## src/rtl/prog_mem_loader_if.sv

```systemverilog
// Host byte channel and program-memory write port of the program loader.
// master: host / bench side (drives start and the byte stream).
// slave : the loader itself.
interface prog_mem_loader_if #(
    parameter int ADDR_W = 8,
    parameter int DATA_W = 16
);
    logic              start;
    logic [7:0]        in_byte;
    logic              in_valid;
    logic              in_ready;
    logic              pm_we;
    logic [ADDR_W-1:0] pm_addr;
    logic [DATA_W-1:0] pm_wdata;
    logic              cpu_hold;
    logic              busy;
    logic              done;
    logic              err;

    modport master (
        output start, in_byte, in_valid,
        input  in_ready, pm_we, pm_addr, pm_wdata, cpu_hold, busy, done, err
    );

    modport slave (
        input  start, in_byte, in_valid,
        output in_ready, pm_we, pm_addr, pm_wdata, cpu_hold, busy, done, err
    );
endinterface

```

## src/rtl/prog_mem_loader.sv

```systemverilog
// prog_mem_loader: streams a program image (LEN byte, then hi/lo byte pairs)
// from a host byte channel into program memory and keeps the CPU in reset
// until a complete image has been loaded.
// Optional feature macro: LOADER_CHECKSUM_EN -- a trailing XOR checksum byte
// (LEN ^ all data bytes) must match, otherwise err is raised and the CPU
// stays held.
module prog_mem_loader #(
    parameter int ADDR_W = 8,
    parameter int DATA_W = 16
) (
    input  logic               clk,
    input  logic               rst,
    prog_mem_loader_if.slave   ldr
);
    localparam int RW = ADDR_W + 1;   // remaining-word count must hold 2^ADDR_W

    typedef enum logic [2:0] {
        S_IDLE,
        S_LEN,
        S_HI,
        S_LO,
`ifdef LOADER_CHECKSUM_EN
        S_CSUM,
`endif
        S_FIN
    } state_t;

    state_t            r_state;
    state_t            w_state_next;
    logic              w_in_ready;
    logic              w_xfer;
    logic [7:0]        r_hi;
    logic [ADDR_W-1:0] r_word_cnt;
    logic [RW-1:0]     r_remaining;
    logic              r_pm_we;
    logic [ADDR_W-1:0] r_pm_addr;
    logic [DATA_W-1:0] r_pm_wdata;
    logic              r_cpu_hold;
`ifdef LOADER_CHECKSUM_EN
    logic [7:0]        r_csum;
    logic              r_err;
`endif

    assign w_xfer = ldr.in_valid & w_in_ready;

    // State register.
    always_ff @(posedge clk) begin
        if (rst) r_state <= S_IDLE;
        else     r_state <= w_state_next;
    end

    // Next-state decode; the channel is open in every byte-receiving state.
    always_comb begin
        w_state_next = r_state;
        w_in_ready   = 1'b0;
        case (r_state)
            S_IDLE: if (ldr.start) w_state_next = S_LEN;
            S_LEN: begin
                w_in_ready = 1'b1;
                if (w_xfer) w_state_next = S_HI;
            end
            S_HI: begin
                w_in_ready = 1'b1;
                if (w_xfer) w_state_next = S_LO;
            end
            S_LO: begin
                w_in_ready = 1'b1;
                if (w_xfer) begin
                    if (r_remaining != RW'(1)) w_state_next = S_HI;
`ifdef LOADER_CHECKSUM_EN
                    else                       w_state_next = S_CSUM;
`else
                    else                       w_state_next = S_FIN;
`endif
                end
            end
`ifdef LOADER_CHECKSUM_EN
            S_CSUM: begin
                w_in_ready = 1'b1;
                if (w_xfer) w_state_next = (ldr.in_byte == r_csum) ? S_FIN : S_IDLE;
            end
`endif
            S_FIN:   w_state_next = S_IDLE;
            default: w_state_next = S_IDLE;
        endcase
    end

    // Datapath: byte capture, word write strobe, counters, hold/err flags.
    always_ff @(posedge clk) begin
        if (rst) begin
            r_hi        <= '0;
            r_word_cnt  <= '0;
            r_remaining <= '0;
            r_pm_we     <= 1'b0;
            r_pm_addr   <= '0;
            r_pm_wdata  <= '0;
            r_cpu_hold  <= 1'b1;
`ifdef LOADER_CHECKSUM_EN
            r_csum      <= '0;
            r_err       <= 1'b0;
`endif
        end else begin
            r_pm_we <= 1'b0;
            case (r_state)
                S_IDLE: if (ldr.start) begin
                    r_cpu_hold <= 1'b1;
                    r_word_cnt <= '0;
`ifdef LOADER_CHECKSUM_EN
                    r_err      <= 1'b0;
`endif
                end
                S_LEN: if (w_xfer) begin
                    // A zero length byte means a full 2^ADDR_W-word image.
                    r_remaining <= (ldr.in_byte == 8'd0) ? {1'b1, {ADDR_W{1'b0}}}
                                                         : RW'(ldr.in_byte);
`ifdef LOADER_CHECKSUM_EN
                    r_csum      <= ldr.in_byte;
`endif
                end
                S_HI: if (w_xfer) begin
                    r_hi   <= ldr.in_byte;
`ifdef LOADER_CHECKSUM_EN
                    r_csum <= r_csum ^ ldr.in_byte;
`endif
                end
                S_LO: if (w_xfer) begin
                    r_pm_we     <= 1'b1;
                    r_pm_addr   <= r_word_cnt;
                    r_pm_wdata  <= DATA_W'({r_hi, ldr.in_byte});
                    r_word_cnt  <= r_word_cnt + ADDR_W'(1);
                    r_remaining <= r_remaining - RW'(1);
`ifdef LOADER_CHECKSUM_EN
                    r_csum      <= r_csum ^ ldr.in_byte;
`endif
                end
`ifdef LOADER_CHECKSUM_EN
                S_CSUM: if (w_xfer && (ldr.in_byte != r_csum)) r_err <= 1'b1;
`endif
                S_FIN:   r_cpu_hold <= 1'b0;
                default: ;
            endcase
        end
    end

    assign ldr.in_ready = w_in_ready;
    assign ldr.pm_we    = r_pm_we;
    assign ldr.pm_addr  = r_pm_addr;
    assign ldr.pm_wdata = r_pm_wdata;
    assign ldr.cpu_hold = r_cpu_hold;
    assign ldr.busy     = (r_state != S_IDLE);
    assign ldr.done     = (r_state == S_FIN);
`ifdef LOADER_CHECKSUM_EN
    assign ldr.err      = r_err;
`else
    assign ldr.err      = 1'b0;
`endif
endmodule

```

## src/flat_wrapper.sv

```systemverilog
// flat-port wrapper written by rule: the top's interface ports become plain ports
module prog_mem_loader_flat 
#(
    parameter int ADDR_W = 8,
    parameter int DATA_W = 16
)
  (clk, rst, ldr_start, ldr_in_byte, ldr_in_valid, ldr_in_ready, ldr_pm_we, ldr_pm_addr, ldr_pm_wdata, ldr_cpu_hold, ldr_busy, ldr_done, ldr_err);
  prog_mem_loader_if #(.ADDR_W(ADDR_W), .DATA_W(DATA_W)) ldr_i ();
  input  logic clk;
  input  logic rst;
  input wire logic [$bits(ldr_i.start)-1:0] ldr_start;
  input wire logic [$bits(ldr_i.in_byte)-1:0] ldr_in_byte;
  input wire logic [$bits(ldr_i.in_valid)-1:0] ldr_in_valid;
  output wire logic [$bits(ldr_i.in_ready)-1:0] ldr_in_ready;
  output wire logic [$bits(ldr_i.pm_we)-1:0] ldr_pm_we;
  output wire logic [$bits(ldr_i.pm_addr)-1:0] ldr_pm_addr;
  output wire logic [$bits(ldr_i.pm_wdata)-1:0] ldr_pm_wdata;
  output wire logic [$bits(ldr_i.cpu_hold)-1:0] ldr_cpu_hold;
  output wire logic [$bits(ldr_i.busy)-1:0] ldr_busy;
  output wire logic [$bits(ldr_i.done)-1:0] ldr_done;
  output wire logic [$bits(ldr_i.err)-1:0] ldr_err;
  assign ldr_i.start = ldr_start;
  assign ldr_i.in_byte = ldr_in_byte;
  assign ldr_i.in_valid = ldr_in_valid;
  assign ldr_in_ready = ldr_i.in_ready;
  assign ldr_pm_we = ldr_i.pm_we;
  assign ldr_pm_addr = ldr_i.pm_addr;
  assign ldr_pm_wdata = ldr_i.pm_wdata;
  assign ldr_cpu_hold = ldr_i.cpu_hold;
  assign ldr_busy = ldr_i.busy;
  assign ldr_done = ldr_i.done;
  assign ldr_err = ldr_i.err;
  prog_mem_loader #(.ADDR_W(ADDR_W), .DATA_W(DATA_W)) u_core (.clk(clk), .rst(rst), .ldr(ldr_i));
endmodule
```

## config.mk

```make
export PLATFORM = sky130hd
export DESIGN_NAME = prog_mem_loader_flat
export DESIGN_NICKNAME = d
export VERILOG_FILES = /design/src/rtl/prog_mem_loader_if.sv /design/src/rtl/prog_mem_loader.sv /design/src/flat_wrapper.sv
export SDC_FILE = /design/constraint.sdc
export NUM_CORES = 1
export LEC_CHECK = 0
export CORE_ASPECT_RATIO = 0.75
export CORE_MARGIN = 3
export CORE_UTILIZATION = 56
export DETAILED_ROUTE_END_ITERATION = 7
export PLACE_DENSITY_LB_ADDON = 0.3
export SYNTH_ARGS = -nofsm -noshare
export SYNTH_HDL_FRONTEND = slang
export SYNTH_SLANG_ARGS = --single-unit
```

## constraint.sdc

```tcl
create_clock -name clk -period 3.8 [get_ports clk]
set_clock_uncertainty 0.1 [all_clocks]
set_input_delay 0.76 -clock clk [delete_from_list [all_inputs] [get_ports clk]]
set_output_delay 0.76 -clock clk [all_outputs]
set_load 0.01 [all_outputs]
```

# Yosys cells after proc, flatten, opt, wreduce, memory -nomap -nowiden
# Cells that the tools add are included.
# word_totals
out_inout_bits	30
inputBits	12
elab_cells	52
reg_bits	54
# classes
n_addsub	2
n_eq_ne	9
bitwise	2
reduce_logical	14
muxes	17
# ops
op	n
two-way mux 9 bit	3
one-hot mux 9 bit (2 select lines)	1
two-way mux 8 bit	2
one-hot mux 8 bit (2 select lines)	1
two-way mux 3 bit	5
one-hot mux 3 bit (4 select lines)	1
!= test 9 x 1 -> 1 bit, second input constant	1
subtractor 9 x 1 -> 9 bit, second input constant	1
adder 8 x 1 -> 8 bit, second input constant	1
logical NOT 8 bit	1
equality test 3 x 2 -> 1 bit, second input constant	2
!= test 2 x 1 -> 1 bit, second input constant	3
AND reduction 2 bit	3
AND reduction 3 bit	2
nonzero test 2 bit	3
AND reduction 4 bit	1
equality test 3 x 1 -> 1 bit, second input constant	1
equality test 3 bit, second input constant	1
logical NOT 3 bit	1
two-way mux 1 bit	3
nonzero test 3 bit	1
OR reduction 3 bit	1
!= test 2 bit, second input constant	1
one-hot mux 1 bit (2 select lines)	1
3 further kinds	3

# Depth between registers and ports, before layout
# logic_depth
word_depth	6
ltp_mapped	6

# Least setup slack after synthesis
# OpenSTA, ideal clock, no wires.
# synth_path
kind	in2reg
from	input ldr_in_valid
to	register u_core.r_word_cnt[4]
n_path_buf	2
arrival_time_ps	2000
slack_ps	1641
stages	6
setup_time_ps	59
required_time_ps	3641
cell_sequence	clkbuf_1 nand3_1 a21o_1 buf_6 or4_1 nand2_1
# synth_between
elab_chain_len	3
# synth_lines
element	line_no	rtl
start, declared	flat_wrapper.sv:13	input wire logic [$bits(ldr_i.in_valid)-1:0] ldr_in_valid;
bitwise AND 1 bit	prog_mem_loader.sv:44	assign w_xfer = ldr.in_valid & w_in_ready;
!= test 2 x 1 -> 1 bit (no source line)	n/a	
AND reduction 3 bit (no source line)	n/a	
end signal, assigned	prog_mem_loader.sv:130	r_word_cnt <= r_word_cnt + ADDR_W'(1);
end, declared	prog_mem_loader.sv:33	logic [ADDR_W-1:0] r_word_cnt;
# No other way between the ends.
# A chain may end at the register's enable or synchronous reset.

# Final worst setup path
# layout_path
from	register u_core.r_state[1]
to	output ldr_done
# layout_between
elab_chain_len	1
# layout_lines
element	line_no	rtl
start, declared	prog_mem_loader.sv:28	state_t r_state;
start signal, assigned	prog_mem_loader.sv:49	else r_state <= w_state_next;
equality test 3 bit	prog_mem_loader.sv:151	assign ldr.done = (r_state == S_FIN);
end, declared	flat_wrapper.sv:20	output wire logic [$bits(ldr_i.done)-1:0] ldr_done;
# No other way between the ends.

==> metrics list <==
- Setup violations remaining at the end of the flow were counted as 0.
- A synthesized cell averages 8.12 um2.
- Hold repair after CTS inserted 0 buffers.
- The floorplan step defined a die boundary enclosing 0.00500 mm2.
- The path with the worst hold slack has its endpoint at u_core.ldr.pm_addr[5].
- # clock sinks: 54
- STA puts the critical path data required time at 2.94 ns.
- In this run the worst path has a maximum fanout of 18.
* Worst-margin pin slew: 0.752 ns
* Placer Congestion: 0.876
- Startpoint-to-endpoint class of the critical path: reg -> out
* Cell type with the highest aggregate area in the netlist: sky130_fd_sc_hd__dfxtp_1
* 1st-iter DRT viols: 176
- The worst pin sits at a relative slew slack of 0.495.
- Cell internal power was estimated by the tool at 0.000838 W.
* Proportion of synthesized flip-flops having asynchronous set or reset: 0
* Area fraction of the dominant cell type after synthesis: 0.462
* Number of enable-type register cells in the synthesized netlist: 0
- Area growth from synthesis to layout: 22.5%
- For this run, the detailed router's first-pass iteration total came to 4.
- In this run the critical register-to-register path is captured at u_core.r_word_cnt[7].
* Number of antenna repair diodes: 0
- Clock input transition at the sequential cells of the worst setup and hold paths: 0.10 ns
- Of the total power, the share spent switching nets is 0.246.
- Max-cap violations in this run came to 0.
- After routing, the total negative slack on setup checks comes to 0 ns.
* Share of layout cells above drive strength 1: 0.0528
* Class of the tightest hold or removal check: reg -> reg
- Overall die height: 62.0 um
- STA puts the critical path data arrival time at 1.81 ns.
* Die extent in x: 80.6 um
- The floorplan has 19 rows.
* Maximum clock path buffer count: 2
- Status: completed
- Core region area: 0.00383 mm2
- Proportion of power drawn by the clock network: 0.371
* Clock latency at the later pin of the worst-skew pair: 0.32 ns
- Main flop type after synthesis: sky130_fd_sc_hd__dfxtp_1
- In this run, CTS created clock tree buffers numbering 5.
- Critical path startpoint category: flop
- Maximum level of the CTS H-tree: 2
- Source of the worst register-to-register timing path: u_core.r_state[1]
- The total count of max-transition violations in the final report is 0.
- Sequential share of power: 0.530
- Leading cell types by total area after synthesis: sky130_fd_sc_hd__dfxtp_1, sky130_fd_sc_hd__nand2_1, sky130_fd_sc_hd__a21oi_1, sky130_fd_sc_hd__nor2_1, sky130_fd_sc_hd__mux2i_1
- Vias in the first global route: 1,875
- The worst-case IR drop observed on VDD is 309 uV.
* Time the worst path needs with I/O delays and setup: 2.67 ns
- Setup repair after global routing missed its margin: false
- For this run the aggregate overflow at the end of global routing stands at 0.
- TritonCTS built the clock tree.
- In this run the power density over the cells is 388 mW/mm2.
- In this run the tool buffered the top-level ports with 40 buffer cells.
- DRT antenna net count: 0
* CTS root buffer: sky130_fd_sc_hd__clkbuf_8
- Largest net degree at the start of global routing: 50
- Synthesis produced a netlist with a net count of 303.
* Number of cells on the worst reg-to-reg path: 4
- The initial antenna violation count was 0.
- Post-synthesis instance area: 0.00234 mm2
- Across all register-to-register paths, the minimum setup slack is 1.72 ns.
* Type of destination of the critical path: primary output
- Number of synthesis warnings: 0
* Global routing usage summed across all routing layers: 0.239
- The worst hold path was traced through 2 stages.
* Sequential-to-total area share from yosys stat: 0.462
- Routed wire length per instance: 14.8 um
- Cell count after synthesis: 288
- Worst Hold Margin: 0.359 ns
- Overall via count from detail_route: 2,146
- Yosys mapped the design onto 46 distinct sky130hd cell types.
- Leakage power: 0.996 nW
* Via count normalized by instance count: 5.74
* Total DRC errors in the routed layout: 0
* Wire length reported by the detailed router: 5540 um
- Post-CTS Setup Bufs: 0
* Hold path start: u_core.ldr.pm_addr[5]
* Post-CTS resize count: 0
- In this run the power spent charging and discharging nets is 0.000274 W.
- Based on the critical path, the design can be clocked at up to 375 MHz.
- HPWL after detailed placement: 3610 um
* Comb pwr share: 0.099
- Wire length of the first global-routing pass: 9000 um
- Total Nets Final: 336
- Initial core utilization: 0.611
- Flops & latches, synth: 54
- Final critical-path share of the clock period: 0.702
- The number of hold-slack violations in the final timing report is 0.
- Ports: 42
==> stage by stage <==
step | cells | setup WS, ns | util | cell area, um2 | power, W
final | 374 | 1.13 | 0.749 | 2870 | 0.00111
after global placement | 366 | 1.01 | 0.717 | 2750 | 0.000705
after global routing | 374 | 1.02 | 0.749 | 2870 | 0.00116
after CTS | 374 | 1.13 | 0.749 | 2870 | 0.00111
after floorplan | 288 | 1.64 | - | 2340 | 0.000672
after detailed placement | 366 | 0.960 | 0.717 | 2750 | 0.000708
==> critical path: stages, from the launching register on <==
cell and delay (ns):
sky130_fd_sc_hd__dfxtp_1 0.68, sky130_fd_sc_hd__nor2_1 0.13, sky130_fd_sc_hd__and2_1 0.21, sky130_fd_sc_hd__clkdlybuf4s50_1 0.48
==> cell usage after synthesis, drive strengths merged (3+ instances only) <==
master,number
a2111oi,3
a21o,3
a21oi,41
a31oi,3
buf,8
clkbuf,10
dfxtp,54
ha,3
inv,6
mux2i,9
nand2,59
nand3,7
nand3b,4
nor2,28
nor2b,3
nor3,7
o211ai,3
o21ai,6
or4,4
==> sequential cells by signal (all words and copies together) (netlist names) <==
| signal | count |
|---|---|
| u_core.ldr.cpu_hold | 1 |
| u_core.ldr.pm_addr | 8 |
| u_core.ldr.pm_wdata | 16 |
| u_core.ldr.pm_we | 1 |
| u_core.r_hi | 8 |
| u_core.r_remaining | 9 |
| u_core.r_state | 3 |
| u_core.r_word_cnt | 8 |
==> placed cells by master, fill, tap and decap left out, drive strengths merged, types with 3 or more instances in the layout <==
cell / Yosys / layout
nand2: 59 / 59
buf: 8 / 4
ha: 3 / 3
inv: 6 / 7
mux2i: 9 / 9
nor2b: 3 / 3
nand3: 7 / 7
clkbuf: 10 / 6
a21o: 3 / 3
clkdlybuf4s50: 0 / 40
nor3: 7 / 7
dfxtp: 54 / 54
or4: 4 / 4
a21oi: 41 / 41
o21ai: 6 / 6
nor2: 28 / 28
a2111oi: 3 / 3
o211ai: 3 / 3
nand3b: 4 / 4
a31oi: 3 / 3
==> power groups by stage <==
stage | sequential, W | clock (W) | combinational (W)
floorplan | 0.000594 | 0 | 0.0000777
global placement | 0.000601 | 0 | 0.000104
detailed placement | 0.000601 | 0 | 0.000106
CTS | 0.000588 | 0.000415 | 0.000108
global route | 0.000591 | 0.000445 | 0.000121
finish | 0.000589 | 0.000412 | 0.000110
==> routing by layer <==
layer	vias to the layer above	wire, um	GRT usage
li1	1061	-	-
met1	998	2670	0.337
met2	77	2350	0.343
met3	10	434	0.0677
met4	0	89	0.104
met5	-	0	0
==> worst max-delay path by stage <==
| stage | from | slack, ns | end | cells after the start |
|---|---|---|---|---|
| floorplan | ldr_in_valid | 1.64 | u_core.r_word_cnt[4] | 6 |
| global placement | ldr_start | 1.01 | u_core.r_word_cnt[7] | 5 |
| detailed placement | ldr_start | 0.96 | u_core.r_word_cnt[7] | 5 |
| CTS | u_core.r_state[1] | 1.13 | ldr_done | 3 |
| global route | u_core.r_state[1] | 1.02 | ldr_done | 3 |
| finish | u_core.r_state[1] | 1.13 | ldr_done | 3 |
==> logic make-up after synthesis <==
family / count (synthesis) / share of synthesized area
compound gates: 71 / 0.182
xor+xnor: 1 / 0.00374
fa+ha+maj: 3 / 0.0160
buf+inv: 24 / 0.0481
flops: 54 / 0.462
mux: 9 / 0.0385
other cells: 1 / 0.00160
simple gates: 125 / 0.248
==> final cells by class <==
type                    count  area (um2)
inverters                   6        22.5
flip-flops and latches     54        1080
fillers                   296         961
multi-input cells         210        1150
clock inverters             2        38.8
well taps                  52        65.1
repair buffers             44         430
clock buffers               6        82.6
(Power assumes the default switching activity.)
